**config.mk**
```make
export PLATFORM = sky130hd
export DESIGN_NAME = instr_fetch_unit_flat
export DESIGN_NICKNAME = d
export VERILOG_FILES = /design/src/rtl/instr_fetch_unit_pkg.sv /design/src/rtl/instr_fetch_unit_if.sv /design/src/rtl/instr_fetch_unit_wdog.sv /design/src/rtl/instr_fetch_unit.sv /design/src/flat_wrapper.sv
export SDC_FILE = /design/constraint.sdc
export NUM_CORES = 1
export LEC_CHECK = 0
export BUFFER_PORTS_ARGS = -buffer_cell sky130_fd_sc_hd__buf_2
export CAP_MARGIN = 10
export CORE_AREA = 5 5 159 161
export CTS_CLUSTER_SIZE = 24
export DETAILED_ROUTE_END_ITERATION = 10
export DIE_AREA = 0 0 164 166
export PLACE_DENSITY = 0.8
export SYNTH_ARGS = -nofsm -noshare
export SYNTH_HDL_FRONTEND = slang
export SYNTH_HIERARCHICAL = 1
export SYNTH_SLANG_ARGS = --single-unit
```
**constraint.sdc**
```tcl
create_clock -name clk -period 3.5 [get_ports clk]
set_input_delay 0.7 -clock clk [delete_from_list [all_inputs] [get_ports clk]]
set_output_delay 0.7 -clock clk [all_outputs]
set_load 0.03 [all_outputs]
```
**src/rtl/instr_fetch_unit_pkg.sv**
```systemverilog
// Shared fetch-stage types and constants.
// The opcode constants are also used by the control unit.
package fetch_pkg;

    localparam int unsigned INSTR_W  = 32;
    localparam int unsigned OPCODE_W = 7;

    localparam logic [INSTR_W-1:0] NOP_INSTR = 32'h00000013;

    localparam logic [OPCODE_W-1:0] OP_R      = 7'b0110011;
    localparam logic [OPCODE_W-1:0] OP_IMM    = 7'b0010011;
    localparam logic [OPCODE_W-1:0] OP_BRANCH = 7'b1100011;
    localparam logic [OPCODE_W-1:0] OP_LUI    = 7'b0110111;

    typedef enum logic [1:0] {
        IDLE,
        REQ,
        HOLD,
        ERROR
    } fetch_state_t;

endpackage

```
**src/rtl/instr_fetch_unit_if.sv**
```systemverilog
// Fetch-stage bus: instruction-memory req/ack, control-unit valid/ready and redirect.
// The master modport is the fetch unit; the slave modport is memory plus control unit.
interface instr_fetch_unit_if #(
    parameter int unsigned ADDR_W = 64
);
    import fetch_pkg::*;

    logic                fetch_en;
    logic                mem_req;
    logic [ADDR_W-1:0]   mem_addr;
    logic                mem_ack;
    logic [INSTR_W-1:0]  mem_rdata;
    logic                instr_valid;
    logic                instr_ready;
    logic [INSTR_W-1:0]  instrucao;
    logic [OPCODE_W-1:0] opcode;
    logic [ADDR_W-1:0]   instr_pc;
    logic                pc_load;
    logic [ADDR_W-1:0]   pc_target;
    logic [ADDR_W-1:0]   pc;
    logic                fetch_err;
    logic                err_clr;

    modport master (
        input  fetch_en, mem_ack, mem_rdata, instr_ready, pc_load, pc_target, err_clr,
        output mem_req, mem_addr, instr_valid, instrucao, opcode, instr_pc, pc, fetch_err
    );

    modport slave (
        output fetch_en, mem_ack, mem_rdata, instr_ready, pc_load, pc_target, err_clr,
        input  mem_req, mem_addr, instr_valid, instrucao, opcode, instr_pc, pc, fetch_err
    );

endinterface

```
**src/rtl/instr_fetch_unit_wdog.sv**
```systemverilog
// Fetch watchdog: counts unacknowledged request cycles and flags the last allowed one.
module fetch_wdog #(
    parameter int unsigned MAX_WAIT = 15
) (
    input  logic clk,
    input  logic rst_n,
    input  logic en,
    input  logic clr,
    output logic expire_c
);

    localparam int unsigned CNT_W = 8;

    logic [CNT_W-1:0] count;

    always_ff @(posedge clk or negedge rst_n) begin
        if (!rst_n) begin
            count <= '0;
        end else if (clr) begin
            count <= '0;
        end else if (en) begin
            count <= count + CNT_W'(1);
        end
    end

    // Asserted in the cycle whose increment would reach MAX_WAIT.
    assign expire_c = en && (count == CNT_W'(MAX_WAIT - 1));

endmodule

```
**src/rtl/instr_fetch_unit.sv**
```systemverilog
// Fetch stage: owns the PC, reads instruction memory, holds the instruction for the
// control unit and applies branch/jump redirects.
module instr_fetch_unit
    import fetch_pkg::*;
#(
    parameter int unsigned       ADDR_W   = 64,
    parameter logic [ADDR_W-1:0] RESET_PC = '0,
    parameter int unsigned       MAX_WAIT = 15
) (
    input  logic                 clk,
    input  logic                 rst_n,
    instr_fetch_unit_if.master   bus
);

    fetch_state_t       state, state_d;
    logic [ADDR_W-1:0]  pc, pc_d;
    logic [ADDR_W-1:0]  mem_addr;
    logic [ADDR_W-1:0]  instr_pc;
    logic [INSTR_W-1:0] instrucao;
    logic               squash, squash_d;
    logic               mem_req, instr_valid, fetch_err;
    logic               load_instr;
    logic               redirect_ok, redirect_bad;
    logic               wd_en, wd_clr, wd_expire_c;

    assign redirect_ok  = bus.pc_load && (bus.pc_target[1:0] == 2'b00);
    assign redirect_bad = bus.pc_load && (bus.pc_target[1:0] != 2'b00);
    assign wd_en        = (state == REQ) && !bus.mem_ack;
    assign wd_clr       = (state_d != REQ);

    fetch_wdog #(.MAX_WAIT(MAX_WAIT)) u_wdog (
        .clk      (clk),
        .rst_n    (rst_n),
        .en       (wd_en),
        .clr      (wd_clr),
        .expire_c (wd_expire_c)
    );

    always_ff @(posedge clk or negedge rst_n) begin
        if (!rst_n) begin
            state <= IDLE;
        end else begin
            state <= state_d;
        end
    end

    always_comb begin
        state_d    = state;
        pc_d       = pc;
        squash_d   = squash;
        load_instr = 1'b0;
        case (state)
            IDLE: begin
                if (redirect_bad) begin
                    state_d = ERROR;
                end else begin
                    if (redirect_ok) pc_d = bus.pc_target;
                    if (bus.fetch_en) state_d = REQ;
                end
            end
            REQ: begin
                if (redirect_bad) begin
                    state_d = ERROR;
                end else if (bus.mem_ack) begin
                    // A redirect seen now or earlier in this request makes the data stale.
                    if (squash || redirect_ok) begin
                        if (redirect_ok) pc_d = bus.pc_target;
                        state_d = IDLE;
                    end else begin
                        load_instr = 1'b1;
                        pc_d       = pc + ADDR_W'(4);
                        state_d    = HOLD;
                    end
                end else begin
                    if (redirect_ok) begin
                        pc_d     = bus.pc_target;
                        squash_d = 1'b1;
                    end
                    if (wd_expire_c) state_d = ERROR;
                end
            end
            HOLD: begin
                if (redirect_bad) begin
                    state_d = ERROR;
                end else if (redirect_ok || bus.instr_ready) begin
                    if (redirect_ok) pc_d = bus.pc_target;
                    state_d = bus.fetch_en ? REQ : IDLE;
                end
            end
            ERROR: begin
                if (bus.err_clr) state_d = IDLE;
            end
        endcase
        if (state_d != REQ) squash_d = 1'b0;
    end

    // Outputs are registered from the next state so they line up with it.
    always_ff @(posedge clk or negedge rst_n) begin
        if (!rst_n) begin
            pc          <= RESET_PC;
            squash      <= 1'b0;
            mem_req     <= 1'b0;
            mem_addr    <= RESET_PC;
            instr_valid <= 1'b0;
            fetch_err   <= 1'b0;
            instrucao   <= NOP_INSTR;
            instr_pc    <= '0;
        end else begin
            pc          <= pc_d;
            squash      <= squash_d;
            mem_req     <= (state_d == REQ);
            instr_valid <= (state_d == HOLD);
            fetch_err   <= (state_d == ERROR);
            // Address is frozen for the whole request, even across a redirect.
            if ((state_d == REQ) && (state != REQ)) mem_addr <= pc_d;
            if (load_instr) begin
                instrucao <= bus.mem_rdata;
                instr_pc  <= pc;
            end
        end
    end

    assign bus.mem_req     = mem_req;
    assign bus.mem_addr    = mem_addr;
    assign bus.instr_valid = instr_valid;
    assign bus.instrucao   = instrucao;
    assign bus.opcode      = instrucao[OPCODE_W-1:0];
    assign bus.instr_pc    = instr_pc;
    assign bus.pc          = pc;
    assign bus.fetch_err   = fetch_err;

endmodule
```
**src/flat_wrapper.sv**
```systemverilog
// flat-port wrapper written by rule: the top's interface ports become plain ports
module instr_fetch_unit_flat import fetch_pkg::*;
#(
    parameter int unsigned       ADDR_W   = 64,
    parameter logic [ADDR_W-1:0] RESET_PC = '0,
    parameter int unsigned       MAX_WAIT = 15
)
  (clk, rst_n, bus_fetch_en, bus_mem_ack, bus_mem_rdata, bus_instr_ready, bus_pc_load, bus_pc_target, bus_err_clr, bus_mem_req, bus_mem_addr, bus_instr_valid, bus_instrucao, bus_opcode, bus_instr_pc, bus_pc, bus_fetch_err);
  instr_fetch_unit_if #(.ADDR_W(ADDR_W)) bus_i ();
  input  logic clk;
  input  logic rst_n;
  input wire logic [$bits(bus_i.fetch_en)-1:0] bus_fetch_en;
  input wire logic [$bits(bus_i.mem_ack)-1:0] bus_mem_ack;
  input wire logic [$bits(bus_i.mem_rdata)-1:0] bus_mem_rdata;
  input wire logic [$bits(bus_i.instr_ready)-1:0] bus_instr_ready;
  input wire logic [$bits(bus_i.pc_load)-1:0] bus_pc_load;
  input wire logic [$bits(bus_i.pc_target)-1:0] bus_pc_target;
  input wire logic [$bits(bus_i.err_clr)-1:0] bus_err_clr;
  output wire logic [$bits(bus_i.mem_req)-1:0] bus_mem_req;
  output wire logic [$bits(bus_i.mem_addr)-1:0] bus_mem_addr;
  output wire logic [$bits(bus_i.instr_valid)-1:0] bus_instr_valid;
  output wire logic [$bits(bus_i.instrucao)-1:0] bus_instrucao;
  output wire logic [$bits(bus_i.opcode)-1:0] bus_opcode;
  output wire logic [$bits(bus_i.instr_pc)-1:0] bus_instr_pc;
  output wire logic [$bits(bus_i.pc)-1:0] bus_pc;
  output wire logic [$bits(bus_i.fetch_err)-1:0] bus_fetch_err;
  assign bus_i.fetch_en = bus_fetch_en;
  assign bus_i.mem_ack = bus_mem_ack;
  assign bus_i.mem_rdata = bus_mem_rdata;
  assign bus_i.instr_ready = bus_instr_ready;
  assign bus_i.pc_load = bus_pc_load;
  assign bus_i.pc_target = bus_pc_target;
  assign bus_i.err_clr = bus_err_clr;
  assign bus_mem_req = bus_i.mem_req;
  assign bus_mem_addr = bus_i.mem_addr;
  assign bus_instr_valid = bus_i.instr_valid;
  assign bus_instrucao = bus_i.instrucao;
  assign bus_opcode = bus_i.opcode;
  assign bus_instr_pc = bus_i.instr_pc;
  assign bus_pc = bus_i.pc;
  assign bus_fetch_err = bus_i.fetch_err;
  instr_fetch_unit #(.ADDR_W(ADDR_W), .RESET_PC(RESET_PC), .MAX_WAIT(MAX_WAIT)) u_core (.clk(clk), .rst_n(rst_n), .bus(bus_i));
endmodule
```
# Yosys cells after proc, flatten, opt, wreduce, memory -nomap -nowiden
# Index checks and enable logic that the tools add are counted.
# Widths: inputs -> output; s select.
# word_totals
regBits,238
output_inout_bits,234
elab_cells,68
input_bits,103
# op_classes
muxes,30
add_sub_neg,2
n_eq_ne,11
n_reduce_logical,15
# op_table
cell,count
$mux 64,7
$pmux 64 s3,1
$add 64x3->64 const B,1
$mux 2,9
$mux 8,2
$mux 1,10
$add 8x1->8 const B,1
$eq 2x2->1 const B,4
$eq 8x4->1 const B,1
$pmux 2 s4,1
$reduce_bool 2->1,4
$ne 2x1->1 const B,3
$logic_and 1x1->1,5
$eq 2x1->1 const B,2
$logic_not 2->1,2
$reduce_and 4->1,1
$logic_or 1x1->1,2
$ne 2x2->1 const B,1
$logic_not 1->1,1

# Longest topological paths before layout
# logic_depth
word_depth,10
mapped_depth,16
depth_no_buf,10

# By module
# Netlist, hierarchy kept.
# by_module_without_submodules
module,cells_each,seq_area_each_um2,area_each_um2,n_inst
instr_fetch_unit,1443,5759.3,11872.6,1
fetch_wdog,41,200.2,410.4,1

# Worst setup path before layout
# Ideal clock, no wire load.
# synth_timing
kind,flip-flop to flip-flop
from,register u_core.state[1]
to,"register u_core.mem_addr[11], in the netlist u_core/bus.mem_addr[11]"
setup_ps,66
synth_period_minus_slack_ps,2790
path_stages_with_launch,17
setup_slack_ps,710
path_buffers,6
required_ps,3434
arrival_ps,2724
cell_sequence,dfrtp_1 clkbuf_1 nand2b_1 clkbuf_1 nor2_1 buf_4 nand3_1 nor3_1 nor2b_1 o31ai_1 a31o_2 and3_1 buf_2 buf_2 buf_2 nand2_1 nand2_1
# synth_via
elab_chain_cells,9
word_cells_on_any_way,19
cone_classes,eq/ne (5); mux (10); reduce/logical (4)
# synth_lines
item,line,source
from (decl),instr_fetch_unit.sv:15,"fetch_state_t state, state_d;"
from (signal assigned),instr_fetch_unit.sv:43,state <= state_d;
$eq 2x1->1,instr_fetch_unit.sv:28,assign wd_en = (state == REQ) && !bus.mem_ack;
$logic_and 1x1->1,instr_fetch_unit.sv:28,
net u_core.wd_en,instr_fetch_unit.sv:24,"logic wd_en, wd_clr, wd_expire_c;"
$logic_and 1x1->1,instr_fetch_unit_wdog.sv:27,assign expire_c = en && (count == CNT_W'(MAX_WAIT - 1));
net u_core.wd_expire_c,instr_fetch_unit.sv:24,
$mux 2,instr_fetch_unit.sv:79,if (wd_expire_c) state_d = ERROR;
$mux 2,instr_fetch_unit.sv:64,end else if (bus.mem_ack) begin
$mux 2,instr_fetch_unit.sv:62,if (redirect_bad) begin
$pmux 2 s4,instr_fetch_unit.sv:52,case (state)
$eq 2x1->1,instr_fetch_unit.sv:115,if ((state_d == REQ) && (state != REQ)) mem_addr <= pc_d;
$logic_and 1x1->1,instr_fetch_unit.sv:115,
to (signal assigned),instr_fetch_unit.sv:115,
to (decl),instr_fetch_unit.sv:17,logic [ADDR_W-1:0] mem_addr;
# The timed path passes the listed nets, and every way through them passes these cells.
# A chain may end at the register's enable or synchronous reset.

# Final worst setup path
# layout_timing
from,"register u_core.pc[7], in the netlist u_core/bus.pc[7]"
to,"register u_core.mem_addr[30], in the netlist u_core/bus.mem_addr[30]"
# layout_via
elab_chain_cells,5
# layout_lines
item,line,source
from (decl),instr_fetch_unit.sv:16,"logic [ADDR_W-1:0] pc, pc_d;"
from (signal assigned),instr_fetch_unit.sv:109,pc <= pc_d;
$add 64x3->64,instr_fetch_unit.sv:71,pc_d = pc + ADDR_W'(4);
$mux 64,instr_fetch_unit.sv:66,if (squash || redirect_ok) begin
$mux 64,instr_fetch_unit.sv:64,
$mux 64,instr_fetch_unit.sv:62,
$pmux 64 s3,instr_fetch_unit.sv:52,
net u_core.pc_d[30],instr_fetch_unit.sv:16,
# The timed path passes the listed nets, and every way through them passes these cells.

==> flow_summary.yaml <==
status:
  outcome: "completed"
pwr:
  peakVddDrop_mv: 0.526
  leakage_uw: 0.00768
  finalPower_uw: 16300
  powerDensity_nw_per_um2: 1060
clock_network:
  cts_buffers: 26
  clk_pin_slew_ns: 0.06
  h-tree-depth: 1
  clk_latency_ns: 0.54
  clock-sinks: 238
  postCtsResizedCells: 0
  cts_tree: "done"
  cts_buffer_depth: 3
  postCtsHoldBufs: 0
  cts_root_buf: "clkbuf_16"
  postCtsSetupBuffers: 0
setup_path:
  crit_type: "reg2reg"
  cp_max_fo: 10
  worstPathBufferInverterCount: 0
  critical_path.startpoint_type: "flop"
  cp_slowest_cell: "or4_1"
  cp_num_cells: 5
  max_stage_delay_ns: 0.76
  end_kind: "flop"
  r2r_slack_ns: 0.29
  reg2regPathDepth: 5
  required_ns: 3.97
  path_cells: "nand3_2 -> or4_1 -> or3_2 -> o311ai_0 -> mux2_2"
  cpLargestDelayFamily: "simple AND/OR/NAND/NOR gates"
  cp.arrival_ns: 3.68
floorplan:
  core_sq_um: 23800
  num_io_pins: 337
  rows: 57
  die_h_um: 166
  dieWidth_um: 164
  initial_core_util: 0.516
  die_area_sq_um: 27200
yosys:
  avgSynthCellArea_sq_um: 8.28
  synth_compound_area_frac: 0.162
  synth_seq_cells: 238
  synth_xor_area_frac: 0.0121
  synth_flop_cell: "dfrtp_1"
  synth_adder_area_share: 0.00306
  async_flop_share: 1.00
  yosysTopAreaCell: "dfrtp_1"
  synth-edff-count: 0
  netlist_area_sq_um: 12300
  synth_top_area_frac: 0.479
  ys_top_cells_by_area: "dfrtp_1, nand2_1, o21ai_0"
  synth.most_common_cell: "nand2_1"
  synth_nets: 1590
  synthSimpleGateAreaFrac: 0.258
  synth_common_cells: "nand2_1, dfrtp_1, o21ai_0"
  yosysWarnings: 6
  syn-instance-count: 1484
  ys_types: 65
  synth_seq_area_share: 0.485
  yosys-mux-area-fraction: 0.0346
  synth_top_family_by_area: "simple AND/OR/NAND/NOR gates"
sta:
  hold_viol_final: 0
  finalCriticalPeriod_ns: 3.21
  setup_viol: 0
  fmax_mhz: 312
  slew_headroom: 0.375
  tightest_slew_ns: 0.927
  tns_ns: 0
  fin_crit_sh: 0.917
  rsz0062_at_grt: "false"
  final_max_slew_viol_count: 0
  finalClockSkew_ns: 0.0145
routing:
  drc: 0
  routedWlPerCell_um: 22.4
  drt_wl_total_mm: 47.8
  firstDrtPassIters: 6
  drt_iter0_drc: 1601
  ant_nets: 0
  vias: 12900
  drt-vias-per-instance: 6.02
grt:
  grt_pass1_vias: 12100
  antenna_found_initial: 0
  grt_max_degree: 95
  grt_pass1_wl_mm: 72.5
  track_usage: 0.339
  grt-ovfl-total: 0
placement:
  gp_congestion: 0.955
  placed_cell_area_sq_um: 14500
  hpwl_mm: 33.4
  portBuffers: 336
final_layout:
  fin_nets: 1899
  drive_above_1_share: 0.268
  finalInstanceArea_sq_um: 15400
  diodes: 0
  area_growth_pct: 25.1
hold_path:
  hold_path_class: "in2async"
flow_run:
  maxCapViolations: 0
[cells by family (layout without fill, tap and decap cells)]
| group | Yosys count | in the layout |
|---|---|---|
| muxes | 40 | 40 |
| buffers and inverters | 136 | 464 |
| AOI/OAI and AO/OA | 326 | 326 |
| adders and majority gates | 3 | 3 |
| DFF | 238 | 238 |
| xor gates and xnor gates | 17 | 17 |
| and+or+nand+nor | 724 | 724 |
[layout make-up]
type                    count  area [sq um]
flip-flops and latches    238          5960
multi-input cells        1110          5790
fillers                  2106          8450
clock inverters            11           144
repair buffers            401          2250
inverters                  16          60.1
clock buffers              36           759
well taps                 324           405
[metrics by stage]
stage                     hold slack [ns]   util  cells  setup slack (ns)
after floorplan                     0.404      -   1484             0.710
after global placement              0.451  0.607   2089             0.437
after detailed placement            0.457  0.607   2089             0.445
after CTS                           0.243  0.645   2136             0.464
after global routing                0.262  0.645   2136             0.333
final                               0.202  0.645   2136             0.292
[final timing paths]
check / end / from
setup / recovery: u_core/bus.mem_addr[30] / u_core/bus.pc[7]
hold / removal: u_core/bus.instr_pc[6] / rst_n
setup reg to reg: u_core/bus.mem_addr[30] / u_core/bus.pc[7]
hold reg to reg: u_core/bus.instr_pc[31] / u_core/bus.instr_pc[31]
max in group asynchronous: u_core/bus.pc[60] / rst_n
min in group clk: u_core/bus.instrucao[28] / bus_mem_rdata[28]
[placed cells by master (no fill, tap or decap), types with 6 or more instances in the layout]
cell and n:
a211oi_1 9, a21o_1 7, a21oi_1 68, a22oi_1 7, a31oi_1 29, and2_1 10, and3_1 22, and4_1 11
buf_12 6, buf_2 335, buf_4 59, clkbuf_16 27, dfrtp_1 235, inv_1 16, mux2_2 20, mux2i_1 20
nand2_1 441, nand3_1 48, nand4_1 26, nor2_1 101, nor3_1 17, nor4_1 7, o211ai_1 6, o21a_1 7
o21ai_0 119, o221ai_1 7, o22ai_1 17, o311ai_0 10, o31ai_1 8, or3_1 7, xnor2_1 9, xor2_1 8
[per-layer routing]
layer / track usage / part of all wire
met1: 0.488 / 0.41
met2: 0.509 / 0.44
met3: 0.0807 / 0.12
met4: 0.109 / 0.033
met5: 0 / 0
[registers in the layout, summed over array words and instances, names as in the netlist]
signal,cells
u_core/u_wdog/count,8
u_core/state,2
u_core/bus.pc,64
u_core/squash,1
u_core/bus.fetch_err,1
u_core/bus.mem_req,1
u_core/bus.instr_pc,64
u_core/bus.instrucao,32
u_core/bus.mem_addr,64
u_core/bus.instr_valid,1
[worst reg2reg max path: stages, from the launching register on]
cell      delay [ns]
dfrtp_1         0.59
nand3_2         0.26
or4_1           0.76
or3_2           0.60
o311ai_0        0.66
mux2_2          0.28
[power breakdown]
group,total (uW),switching (uW),internal [uW],leakage [uW]
registers,5130,1200,3930,0.00300
logic,8270,5830,2450,0.00424
clock network,2890,1150,1740,0.000444
(Power assumes the default switching activity.)
